--- src/rtl/gcd_unit_param.sv ---
// Iterative subtract/swap GCD with valid/ready streams and a back-to-back handshake.
// Define GCD_UNIT_PARAM_ITER_CNT_EN to expose a saturating per-response iteration count.
module gcd_unit_param #(
  parameter int p_nbits = 16
) (
  input  logic                 clk,
  input  logic                 reset,
  input  logic                 istream_val,
  output logic                 istream_rdy,
  input  logic [2*p_nbits-1:0] istream_msg,
  output logic                 ostream_val,
  input  logic                 ostream_rdy,
  output logic [p_nbits-1:0]   ostream_msg,
  output logic [15:0]          ostream_iters
);

  typedef enum logic [1:0] {IDLE, CALC, DONE} state_t;

  state_t             state, state_nxt;
  logic [p_nbits-1:0] a, b, a_nxt, b_nxt;

  always_ff @(posedge clk) begin
    if (reset) begin
      state <= IDLE;
      a     <= '0;
      b     <= '0;
    end else begin
      state <= state_nxt;
      a     <= a_nxt;
      b     <= b_nxt;
    end
  end

  always_comb begin
    state_nxt   = state;
    a_nxt       = a;
    b_nxt       = b;
    istream_rdy = 1'b0;
    ostream_val = 1'b0;
    case (state)
      IDLE: begin
        istream_rdy = 1'b1;
        if (istream_val) begin
          a_nxt     = istream_msg[2*p_nbits-1:p_nbits];
          b_nxt     = istream_msg[p_nbits-1:0];
          state_nxt = CALC;
        end
      end
      CALC: begin
        if (b == '0) begin
          state_nxt = DONE;
        end else if (a < b) begin
          a_nxt = b;
          b_nxt = a;
        end else begin
          a_nxt = a - b;
        end
      end
      DONE: begin
        ostream_val = 1'b1;
        // Ready follows the consumer so a new request can overlap the drain cycle.
        istream_rdy = ostream_rdy;
        if (ostream_rdy) begin
          if (istream_val) begin
            a_nxt     = istream_msg[2*p_nbits-1:p_nbits];
            b_nxt     = istream_msg[p_nbits-1:0];
            state_nxt = CALC;
          end else begin
            state_nxt = IDLE;
          end
        end
      end
      default: state_nxt = IDLE;
    endcase
  end

  assign ostream_msg = a;

`ifdef GCD_UNIT_PARAM_ITER_CNT_EN
  logic [15:0] cnt;
  logic        load, step;

  assign load = istream_val && istream_rdy;
  assign step = (state == CALC) && (b != '0);

  always_ff @(posedge clk) begin
    if (reset)
      cnt <= '0;
    else if (load)
      cnt <= '0;
    else if (step && (cnt != 16'hFFFF))
      cnt <= cnt + 16'd1;
  end

  assign ostream_iters = cnt;
`else
  assign ostream_iters = '0;
`endif

endmodule
--- config.mk ---
export PLATFORM = sky130hd
export DESIGN_NAME = gcd_unit_param
export DESIGN_NICKNAME = d
export VERILOG_FILES = /design/src/rtl/gcd_unit_param.sv
export SDC_FILE = /design/constraint.sdc
export NUM_CORES = 1
export LEC_CHECK = 0
export CAP_MARGIN = 10
export CORE_MARGIN = 2
export CORE_UTILIZATION = 47
export CTS_BUF_LIST = sky130_fd_sc_hd__clkbuf_2 sky130_fd_sc_hd__clkbuf_4 sky130_fd_sc_hd__clkbuf_8
export DETAILED_ROUTE_END_ITERATION = 10
export GPL_ROUTABILITY_DRIVEN = 0
export PLACE_DENSITY = 0.79
export SLEW_MARGIN = 20
export SYNTH_ARGS = -nofsm -noshare
export SYNTH_HDL_FRONTEND = slang
export SYNTH_SLANG_ARGS = --single-unit
--- constraint.sdc ---
create_clock -name clk -period 2.35 [get_ports clk]
set_input_delay 0.47 -clock clk [delete_from_list [all_inputs] [get_ports clk]]
set_output_delay 0.47 -clock clk [all_outputs]
set_load 0.01 [all_outputs]
==> results <==
- The flow ran to the end, but the final reports show violations.
- The final reports fail on setup timing.
- Once layout is complete, the utilization of the core stands at 70.5%.
- The sequential element share of the synthesized area is 23.1%.
- From synthesis to final layout, the design area changed by 43.2%.
- The count of warnings emitted by yosys is 0.
- In this run the cell area measured after placement is 3770 sq um.
- The first global-routing pass estimated 14.6 mm of wire.
- The cell area after synthesis is 2950 sq um.
- The share of final-layout standard cells stronger than drive strength 1 is 31.0%.
- The relative max-transition margin is 56.9%.
- The via-per-instance ratio is 6.14.
- The detail-routed net length per standard cell is 19.8 um.
- The final number of hold-violating endpoints was 0.
- The clock tree root driver cell is clkbuf_8.
- TritonCTS built the clock tree.
- The portion of synthesized cell area occupied by the leading cell type is 23.1%.
- The maximum buffer depth of the clock tree is 2.
- The detailed-route via count is 3,154.
- The height of the die is 83.2 um.
- The chip width is 83.2 um.
- The final global-route overflow total is 0.
- The power density relative to cell area is 921 nW/um^2.
- The final worst slack is -127 ps.
- The worst setup path is launched from a register.
- The smallest clock period supported by the final layout is computed as 2480 ps.
- Yosys mapped a number of flops with a built-in enable equal to 0.
- The clock-pin slew of the registers on the worst-case setup and hold paths is 80 ps.
- In this run, the number of DRC markers left after iteration 0 of detailed routing was 243.
- In this run, synthesis produced a sequential element count of 34.
- Among all cell types in the netlist, the one instantiated most often is a21oi_1.
- Setup repair after global routing could not meet its margin everywhere.
- The fmax is 404 MHz.
- In the global route stage, overall resource usage came out at 26.2%.
- The H-tree generated during clock tree synthesis spans 2 levels.
- The transition time at the pin with the least slew margin is 641 ps.
- The minimum setup slack after placement is -69.9 ps.
- After detailed routing, the number of remaining DRC violations is 0.
- The fraction of registers with async set or reset after synthesis is 0%.
- The via count of the first global-routing pass came to 3,026.
- The portion of the clock cycle consumed by the worst path in the final layout is 105%.
- Counting every instance in the synthesized netlist gives 340.
- In the synthesized netlist the dominant register cell turns out to be dfxtp_1.
- Pin placement for this block handled 70 I/O pins.
- The final cell area excluding filler cells is 4230 sq um.
- The number of library cell types mapped by synthesis is 60.
- The number of antenna cells inserted is 0.
- Counting tap cells, the placed design contains a total of 496 instances.
- The layout net count is 492.
- The worst setup path is captured at a register.
- The half-perimeter wire length of the detailed placement result is 6.87 mm.
- In the final timing run, aggregate negative setup slack is -2200 ps.
- The worst clock skew on the final layout is 6.42 ps.
- The final max-slew violation count is 0.
- The leakage dissipation is 1.73 nW.
- The count of antenna-violating nets left after detailed routing is 0.
- The floorplan step defined a die boundary enclosing 6930 sq um.
- A synthesized cell averages 8.68 sq um.
- Entering global routing, the biggest net connects 34 pins.
- Of all nets on the critical path, the largest fanout is 7.
- The final setup violation count is 28.
- The top cell type by total area after synthesis is dfxtp_1.
- In this run, post-CTS hold repair placed 0 buffers.
- The filler-free cell count of the finished design is 514.
- Clock latency on the worst-skew pair, taken at its later pin, is 300 ps.
- Before antenna repair, the detailed router went through 6 iterations.
- The initial antenna violation count was 0.
- The core region is 5990 sq um.
- The number of port buffers is 53.
- Wires add up to 10.2 mm.
- Once the floorplan was initialized, standard cells occupied 49.2% of the core.
- After floorplanning, the core was divided into 28 placement rows.
- Ranked by total cell area, the synthesized netlist is headed by dfxtp_1 23%, a311oi_2 8.1%, mux2i_1 7.5%.
- In the synthesized netlist, the cells that appear most often are 42 x a21oi_1, 34 x dfxtp_1, 22 x inv_1, 22 x mux2i_1, 17 x buf_4.
- The tightest min-delay check is of the register to register type.
- The worst setup path is of the register to register kind.
- Data on the critical path arrives at its endpoint at 2650 ps.
- The total number of clock tree sinks is 34.
- The tool flagged a number of max-cap violations equal to 0.
- The clock buffer count from CTS is 5.
- The endpoint required time on the critical path is 2520 ps.
- VDD sags by at most 452 uV.
[worst paths after layout]
kind,start,endpoint,slack [ps],depth (start not counted)
min reg2reg,b[1],b[1],580,2
max,ostream_msg[0],b[7],-130,11
max reg2reg,ostream_msg[0],b[7],-130,11
min,b[1],b[1],580,2
[worst max-delay path: stages, from the launching register on]
cell and delay [ps]:
dfxtp_4 350, inv_2 40, ha_4 150, fa_2 330
nand2b_4 160, a21oi_4 140, o21ai_2 90, a31o_4 260
a211o_4 420, clkbuf_16 210, a21oi_4 160, a311oi_2 40
[final cells by class]
| cell class | count | area, sq um |
|---|---|---|
| inverters | 22 | 82.6 |
| multi-input cells | 263 | 2200 |
| clock inverters | 2 | 10.0 |
| clock buffers | 5 | 68.8 |
| flip-flops and latches | 34 | 687 |
| fillers | 457 | 1770 |
| repair buffers | 113 | 1080 |
| well taps | 75 | 93.8 |
[registers in the layout, indices dropped and copies added, names as in the netlist]
register and count:
b 16, state 2, ostream_msg 16
[stage by stage]
step / total power [mW] / hold WS [ps]
after floorplan: 2.26 / 484
after global placement: 2.87 / 575
after detailed placement: 2.93 / 601
after CTS: 3.58 / 553
after global routing: 4.08 / 581
final: 3.89 / 576
[layer usage]
layer  track usage [%]  up-vias  share of wire, %
li1                  -     1436                 -
met1              29.6     1501                38
met2              45.3      171                50
met3              4.37       46               6.6
met4              16.7        0               6.0
met5                 0        -                 0
[repair_timing]
action                                  CTS  global route
resized for setup                        16            26
cloned                                    1             2
setup buffers                             5             3
pin swaps                                19            15
endpoints found under the setup margin   28            32
[cell usage in the layout, fill, tap and decap left out, types with 11 or more instances in the layout]
master           netlist  layout
a21oi_1               42      25
o21ai_0               14      12
ha_1                  16      13
a311oi_2              16      18
and3_1                11      11
clkdlybuf4s50_1        0      53
a21oi_4                0      16
buf_4                 17      51
nand2_1               15      15
nor2_1                15      15
dfxtp_1               34      31
conb_1                 1      16
inv_1                 22      21
mux2i_1               22      22
[logic make-up after synthesis]
logic type,Yosys count,share of synthesized area [%]
fa+ha+maj,17,7.46
flops,34,23.1
buf+inv,58,13.5
mux,23,7.85
compound gates,118,30.7
xor+xnor,8,2.37
other cells,1,0.127
simple gates,81,14.9
[power by group]
group	internal, mW	leakage [nW]	switching, mW
combinational	1.32	1.40	1.38
sequential	0.676	0.282	0.0880
clock	0.199	0.0438	0.235
total	2.19	1.73	1.70
No activity file was read; power rests on OpenSTA's default activity.
==> edit, RTL diff (same flow settings) <==
The option `GCD_UNIT_PARAM_ITER_CNT_EN` is turned on by a define.
--- a/src/rtl/gcd_unit_param.sv
+++ b/src/rtl/gcd_unit_param.sv
@@ -1,4 +1,6 @@
 // Iterative subtract/swap GCD with valid/ready streams and a back-to-back handshake.
 // Define GCD_UNIT_PARAM_ITER_CNT_EN to expose a saturating per-response iteration count.
+`define GCD_UNIT_PARAM_ITER_CNT_EN
+
 module gcd_unit_param #(
   parameter int p_nbits = 16
Function: changed (a bounded check fails within 4 cycles, from zero or initial values and one cycle with reset high).
==> edit against the original RTL <==
The flow still finishes with violations (setup timing). Hold slack lost 0.063 ns. Critical path depth shrank 1. Power is 3.1% lower. Wire length up 15%. Synthesized area is 20% higher. Sequential cell count increased by 16. Utilization shrank 2.1 points. Synthesized cell count is 35% higher. Sequential share of layout area grew 3.8 points. Fmax up 3.9%. Design area up 18%. Worst setup slack better by 0.093 ns. Critical endpoint is now b[0]. Largest power group unchanged.
==> edit: results (changes against the original RTL) <==
[status]
status=finished, violations left  ; unchanged
violations=setup timing  ; unchanged

[placement]
dpl_worst_slack_ns=-0.0552  ; was -0.0699 ns
io_buffers=69  ; was 53
hpwl_mm=8.53  ; was 6.87 mm
dp.cells=672  ; was 496

[pwr]
p_leak_uw=0.00194  ; was 0.00173 µW
p_clk_share_pct=13.9  ; was 11.1%
ir_worst_vdd_uv=309  ; was 452 µV

[grt]
grt_pass1_vias=3992  ; was 3026
grt_pass1_wl_mm=18.5  ; was 14.6 mm

[timing]
setup_violations=3  ; was 28
slew_headroom_pct=64.2  ; was 56.9%
finalWorstSetupSlack_ns=-0.0339  ; was -0.127 ns
fin_skew_ns=0.00614  ; was 0.00642 ns

[synth]
synth.area.top_cells=dfxtp_1 (28%), nor2_1 (7.0%), ha_1 (6.0%)  ; was dfxtp_1 (23%), a311oi_2 (8.1%), mux2i_1 (7.5%)
seq_area_frac_synth_pct=28.2  ; was 23.1%
syn-instance-count=460  ; was 340
ys_types=55  ; was 60

[detailed_routing]
dr.pass1.iters=5  ; was 6
drtIter0Drc=466  ; was 243

[setup_path]
cp.arrival_ns=2.60  ; was 2.65 ns
reg2regPathDepth=10  ; was 11

[finish]
layout-drive-gt1-share_pct=19.9  ; was 31.0%
instances_no_fill=681  ; was 514
fillers=594  ; was 457

[floorplanning]
die-area_um2=8270  ; was 6930 µm²

[clocking]
clk_pin_slew_ns=0.10  ; was 0.08 ns

[edit: area by class of cell]
| type | instances | area [µm²] | area share (%) |
|---|---|---|---|
| multi-input combinational | 364 | 2460 | 49.3 |
| sequential | 50 | 1000 | 20.1 |
| timing repair buffer | 138 | 1230 | 24.6 |
| clock inverter | 3 | 21.3 | 0.426 |
| tap | 99 | 124 | 2.48 |
| clock buffer | 5 | 68.8 | 1.38 |
| inverter | 22 | 82.6 | 1.65 |
[edit: worst paths after layout]
kind / to / slack (ns)
worst max-delay path: b[0] / -0.03
worst min-delay path: ostream_msg[9] / 0.51
worst max register to register: b[0] / -0.03
worst min register to register: ostream_msg[9] / 0.51
[edit: cells by family after synthesis]
family | count (synthesis) | synth area share (%)
AOI/OAI and AO/OA | 145 | 28.8
buffers and inverters | 46 | 5.71
xor gates and xnor gates | 17 | 4.19
adders and majority gates | 18 | 6.55
muxes | 15 | 4.23
and+or+nand+nor | 169 | 22.4
DFF | 50 | 28.2
[edit: routing by layer]
| layer | routed length (µm) | GRT usage (%) | vias to the layer above | share of wire (%) |
|---|---|---|---|---|
| li1 | - | - | 1919 | - |
| met1 | 4700 | 32.2 | 1913 | 40 |
| met2 | 5490 | 45.9 | 215 | 47 |
| met3 | 1040 | 6.72 | 64 | 8.9 |
| met4 | 489 | 11.2 | 0 | 4.2 |
| met5 | 0 | 0 | - | 0 |
[edit: critical path: stages (launching register included)]
cell      delay, ns
dfxtp_2        0.35
inv_2          0.05
ha_4           0.15
fa_2           0.35
nand2b_4       0.15
a21o_1         0.20
a21oi_4        0.27
o31ai_4        0.14
and2_1         0.21
buf_4          0.19
a211oi_1       0.23
[edit: what timing repair did]
action	4_1_cts	5_1_grt
resized for setup	5	24
gates cloned	0	0
pin swaps	5	11
setup endpoints to repair	16	32
setup buffers	1	0
